### src/rtl/alu_share_arbiter.sv
// alu_share_arbiter: round-robin arbiter that shares one combinational 32-bit ALU between NREQ
// requesters. Each cycle it grants at most one valid request, drives that request's opcode and
// operands onto the ALU, and captures result, zero flag and requester ID in a one-entry response
// register with a valid/ready handshake.
//
// Optional feature: define ALU_ARB_OPCHECK_EN to trap opcodes 10..15. Such a request is consumed,
// the ALU sees an ADD of zeros, and the response carries result 0, zero 1, err 1.
//
// Ports:
//   clk, rst_n                     clock, asynchronous active-low reset
//   req_valid/req_ready [NREQ]     per-requester handshake
//   req_op/req_a/req_b             packed request fields, requester i in slice i
//   alu_op/alu_operand_a/_b        drive to the shared ALU (zero when idle)
//   alu_result/alu_zero            combinational ALU outputs
//   rsp_valid/rsp_ready            response handshake
//   rsp_id/rsp_result/rsp_zero/rsp_err  registered response fields
module alu_share_arbiter #(
  parameter int unsigned NREQ = 2,
  parameter int unsigned IDW  = $clog2(NREQ)
) (
  input  logic               clk,
  input  logic               rst_n,
  input  logic [NREQ-1:0]    req_valid,
  output logic [NREQ-1:0]    req_ready,
  input  logic [4*NREQ-1:0]  req_op,
  input  logic [32*NREQ-1:0] req_a,
  input  logic [32*NREQ-1:0] req_b,
  output logic [3:0]         alu_op,
  output logic [31:0]        alu_operand_a,
  output logic [31:0]        alu_operand_b,
  input  logic [31:0]        alu_result,
  input  logic               alu_zero,
  output logic               rsp_valid,
  input  logic               rsp_ready,
  output logic [IDW-1:0]     rsp_id,
  output logic [31:0]        rsp_result,
  output logic               rsp_zero,
  output logic               rsp_err
);

  typedef enum logic [0:0] {StEmpty, StFull} state_e;

  state_e         state_q, state_d;
  logic [IDW-1:0] ptr_q, ptr_d;
  logic [IDW-1:0] gnt_idx, idx;
  logic           gnt_any, gnt, can_issue, illegal;
  logic [IDW-1:0] rsp_id_q;
  logic [31:0]    rsp_result_q;
  logic           rsp_zero_q;

  logic [3:0]  op_arr [NREQ];
  logic [31:0] a_arr  [NREQ];
  logic [31:0] b_arr  [NREQ];

  for (genvar i = 0; i < NREQ; i++) begin : g_unpack
    assign op_arr[i] = req_op[4*i +: 4];
    assign a_arr[i]  = req_a[32*i +: 32];
    assign b_arr[i]  = req_b[32*i +: 32];
  end

  // Rotating priority search starting at ptr_q. rst_n gates the grant so nothing is
  // consumed while reset is held.
  always_comb begin
    gnt_any   = 1'b0;
    gnt_idx   = '0;
    idx       = '0;
    can_issue = (state_q == StEmpty) | rsp_ready;
    for (int unsigned k = 0; k < NREQ; k++) begin
      idx = IDW'((32'(ptr_q) + k) % NREQ);
      if (!gnt_any && req_valid[idx]) begin
        gnt_any = 1'b1;
        gnt_idx = idx;
      end
    end
    gnt = gnt_any & can_issue & rst_n;
    req_ready = '0;
    if (gnt) req_ready[gnt_idx] = 1'b1;
  end

`ifdef ALU_ARB_OPCHECK_EN
  assign illegal = op_arr[gnt_idx] > 4'd9;
`else
  assign illegal = 1'b0;
`endif

  // ALU sees an ADD of zeros whenever nothing legal is granted.
  always_comb begin
    alu_op        = 4'd0;
    alu_operand_a = 32'd0;
    alu_operand_b = 32'd0;
    if (gnt && !illegal) begin
      alu_op        = op_arr[gnt_idx];
      alu_operand_a = a_arr[gnt_idx];
      alu_operand_b = b_arr[gnt_idx];
    end
  end

  always_comb begin
    state_d = state_q;
    ptr_d   = ptr_q;
    unique case (state_q)
      StEmpty: if (gnt) state_d = StFull;
      StFull:  if (!gnt && rsp_ready) state_d = StEmpty;
      default: state_d = StEmpty;
    endcase
    if (gnt) ptr_d = (gnt_idx == IDW'(NREQ - 1)) ? '0 : gnt_idx + IDW'(1);
  end

  always_ff @(posedge clk or negedge rst_n) begin
    if (!rst_n) begin
      state_q      <= StEmpty;
      ptr_q        <= '0;
      rsp_id_q     <= '0;
      rsp_result_q <= 32'd0;
      rsp_zero_q   <= 1'b0;
    end else begin
      state_q <= state_d;
      ptr_q   <= ptr_d;
      if (gnt) begin
        rsp_id_q     <= gnt_idx;
        rsp_result_q <= illegal ? 32'd0 : alu_result;
        rsp_zero_q   <= illegal ? 1'b1 : alu_zero;
      end
    end
  end

`ifdef ALU_ARB_OPCHECK_EN
  logic rsp_err_q;
  always_ff @(posedge clk or negedge rst_n) begin
    if (!rst_n) begin
      rsp_err_q <= 1'b0;
    end else if (gnt) begin
      rsp_err_q <= illegal;
    end
  end
  assign rsp_err = rsp_err_q;
`else
  assign rsp_err = 1'b0;
`endif

  assign rsp_valid  = (state_q == StFull);
  assign rsp_id     = rsp_id_q;
  assign rsp_result = rsp_result_q;
  assign rsp_zero   = rsp_zero_q;

endmodule

### config.mk
export PLATFORM = sky130hd
export DESIGN_NAME = alu_share_arbiter
export DESIGN_NICKNAME = d
export VERILOG_FILES = /design/src/rtl/alu_share_arbiter.sv
export SDC_FILE = /design/constraint.sdc
export NUM_CORES = 1
export LEC_CHECK = 0
export ABC_AREA = 1
export CELL_PAD_IN_SITES_DETAIL_PLACEMENT = 0
export CELL_PAD_IN_SITES_GLOBAL_PLACEMENT = 1
export CORE_MARGIN = 5
export CORE_UTILIZATION = 19
export DETAILED_ROUTE_END_ITERATION = 8
export PLACE_DENSITY_LB_ADDON = 0.05
export SYNTH_ARGS = -nofsm -noshare
export SYNTH_HDL_FRONTEND = slang
export SYNTH_SLANG_ARGS = --single-unit
### constraint.sdc
create_clock -name clk -period 1.37 [get_ports clk]
set_input_delay 0.2055 -clock clk [delete_from_list [all_inputs] [get_ports clk]]
set_output_delay 0.2055 -clock clk [all_outputs]
set_load 0.01 [all_outputs]
==> impl_metrics.env <==
export IMPL_clock_latency_ns=0.28
export IMPL_io_buffers=278
export IMPL_hold_buffers=0
export IMPL_internal_power_w=0.00383
export IMPL_timing_fmax_mhz=574
export IMPL_hold_viol=0
export IMPL_cts_tree="built"
export IMPL_routed_wl_um=16800
export IMPL_rows=44
export IMPL_setup_ws_ns=-0.371
export IMPL_hpwl_um=11700
export IMPL_end_kind="primary output"
export IMPL_crit_fanout=8
export IMPL_fin_cells=886
export IMPL_dr_pass1_iters=4
export IMPL_arrival_ns=1.54
export IMPL_vias=3988
export IMPL_fin_nets=875
export IMPL_grt_use_total=0.181
export IMPL_initial_utilization=0.193
export IMPL_htree_levels=2
export IMPL_period_minus_slack_ns=1.74
export IMPL_avgSynthCellArea_um2=6.99
export IMPL_cap_violations=0
export IMPL_syn_inst=402
export IMPL_p_switching_w=0.00172
export IMPL_finalCritPeriodShare=1.27
export IMPL_hold_class="primary input to asynchronous set/reset pin"
export IMPL_die_w_um=132
export IMPL_path_clk_slew_ns=0.06
export IMPL_cts_buffers=5
export IMPL_io_pins=280
export IMPL_ys_seq_elements=36
export IMPL_diodes=0
export IMPL_violations="setup timing"
export IMPL_root_buffer="clkbuf_16"
export IMPL_combPwrFrac=0.460
export IMPL_rsz0062_at_grt="true"
export IMPL_drive_gt1_frac=0.359
export IMPL_antenna_found_initial=0
export IMPL_placed_cells=854
export IMPL_first_global_vias=3990
export IMPL_vias_per_cell=4.50
export IMPL_worstRegToRegCells=8
export IMPL_seqPwrFrac=0.238
export IMPL_p_clk_frac=0.302
export IMPL_status="finished, violations left"
export IMPL_finalWeightedCongestion=0.773
export IMPL_yosysWarningCount=0
export IMPL_drc=0
export IMPL_fin_setup_tns_ns=-22.36
export IMPL_syn_num_nets=576
export IMPL_syn_area_um2=2810
export IMPL_setup_viol_count_final=70
export IMPL_powerDensity_nw_per_um2=846
export IMPL_grt_max_degree=37
export IMPL_cts_sinks=36
export IMPL_grt_ovfl_total=0
export IMPL_seq_area_frac_synth=0.320
export IMPL_syn2layout_area_growth_pct=133
export IMPL_postRouteAntennaNets=0
export IMPL_switching_share=0.310
export IMPL_coreArea_um2=14500
export IMPL_yosysUniqueCellTypes=18
export IMPL_worstPathRequired_ns=1.16
export IMPL_wl_per_cell_um=19.0
export IMPL_critical_path_class="register to primary output"
export IMPL_dp_slack_ns=-0.864
export IMPL_startpoint_type="register"
export IMPL_dr_first_iter_drc_count=126
export IMPL_skew_ns=0.00536
export IMPL_die_area_um2=17300
export IMPL_final_common_cell="clkdlybuf4s50_1"
export IMPL_die_h_um=132
export IMPL_final_cell_mix="170 x clkdlybuf4s50_1, 127 x nand2_1, 75 x nand3_1"
export IMPL_cts_buffer_depth=2
export IMPL_grt_pass1_wl_um=25100
export IMPL_peakVddDrop_uv=858
export IMPL_fill_cells=1451
export IMPL_leakage_nw=3.03
export IMPL_drv_slew=0
## worst max-delay path: stages, from the launching register on
cell     delay, ns
dfrtp_1       0.38
inv_2         0.10
nand2_8       0.09
buf_6         0.15
buf_12        0.12
buf_16        0.13
nand3_1       0.08
a21oi_2       0.06
buf_4         0.15
## routing by layer
metal | global-route usage | routed length, um | up-vias
met5 | 0 | 0 | -
met4 | 0.0440 | 261 | 0
met2 | 0.328 | 8730 | 169
met3 | 0.0489 | 1130 | 18
met1 | 0.210 | 6720 | 1862
li1 | - | - | 1939
## final cells by class
type	count	area, um2	share of cell area
inverter	7	28.8	0.00439
timing repair buffer	332	3240	0.494
multi-input combinational	319	1940	0.296
sequential	36	901	0.137
clock buffer	5	125	0.0191
tap	184	230	0.0351
clock inverter	3	90.1	0.0137
## logic make-up after synthesis
kind of cell	Yosys count	synth area share
AO/OA/AOI/OAI	69	0.202
buffers and inverters	47	0.0939
flip-flops	36	0.320
other	1	0.00133
AND/OR/NAND/NOR	249	0.383
## worst paths after layout
kind | from | to | slack (ns)
max in group asynchronous | rst_n | rsp_result[9] | 0.96
hold / removal | rst_n | rsp_result[31] | 0.08
setup / recovery | ptr_q | alu_operand_b[30] | -0.37
setup reg to reg | rsp_valid | rsp_id | 0.07
hold reg to reg | rsp_result[17] | rsp_result[17] | 0.46
min in group clk | req_valid[1] | rsp_valid | 0.43
## power by group through the flow
stage          clock network (W)  logic (W)  registers [W]
2_1_floorplan                  0   0.000798        0.00142
3_3_place_gp                   0    0.00225        0.00134
3_5_place_dp                   0    0.00226        0.00134
4_1_cts                  0.00172    0.00243        0.00132
5_1_grt                  0.00178    0.00275        0.00134
6_report                 0.00167    0.00255        0.00132
## repair_timing
item	4_1_cts	5_1_grt
gates resized for setup	368	45
gates cloned	8	4
endpoints found under the setup margin	123	96
pin swaps	9	9
setup buffers	14	1
## metrics by stage
step | instance area, um2 | utilization | hold slack [ns] | total power [W]
global placement | 5910 | 0.407 | 0.411 | 0.00359
finish | 6550 | 0.451 | 0.0815 | 0.00555
floorplan | 2820 | - | -0.0901 | 0.00221
detailed placement | 5910 | 0.407 | 0.411 | 0.00360
global route | 6550 | 0.451 | 0.144 | 0.00586
CTS | 6260 | 0.431 | 0.104 | 0.00547
## registers in the layout, indices dropped and copies added, names as in the netlist
| name | flops |
|---|---|
| rsp_result | 32 |
| ptr_q | 1 |
| rsp_id | 1 |
| rsp_valid | 1 |
| rsp_zero | 1 |
## Yosys cell counts
cell type / count / area, um2
clkbuf_1: 10 / 37.5
inv_1: 6 / 22.5
nand2_1: 142 / 533
buf_2: 19 / 95.1
o21ai_0: 1 / 5.00
nor2_1: 2 / 7.51
nand2_2: 2 / 12.5
a21oi_1: 9 / 45.0
conb_1: 1 / 3.75
a21oi_2: 59 / 517
nand3_1: 101 / 505
dfrtp_1: 36 / 901
buf_4: 3 / 22.5
nor2_2: 1 / 6.26
inv_2: 1 / 3.75
buf_6: 7 / 78.8
buf_1: 1 / 3.75
nor2_4: 1 / 11.3
No activity file was read; power rests on OpenSTA's default activity.
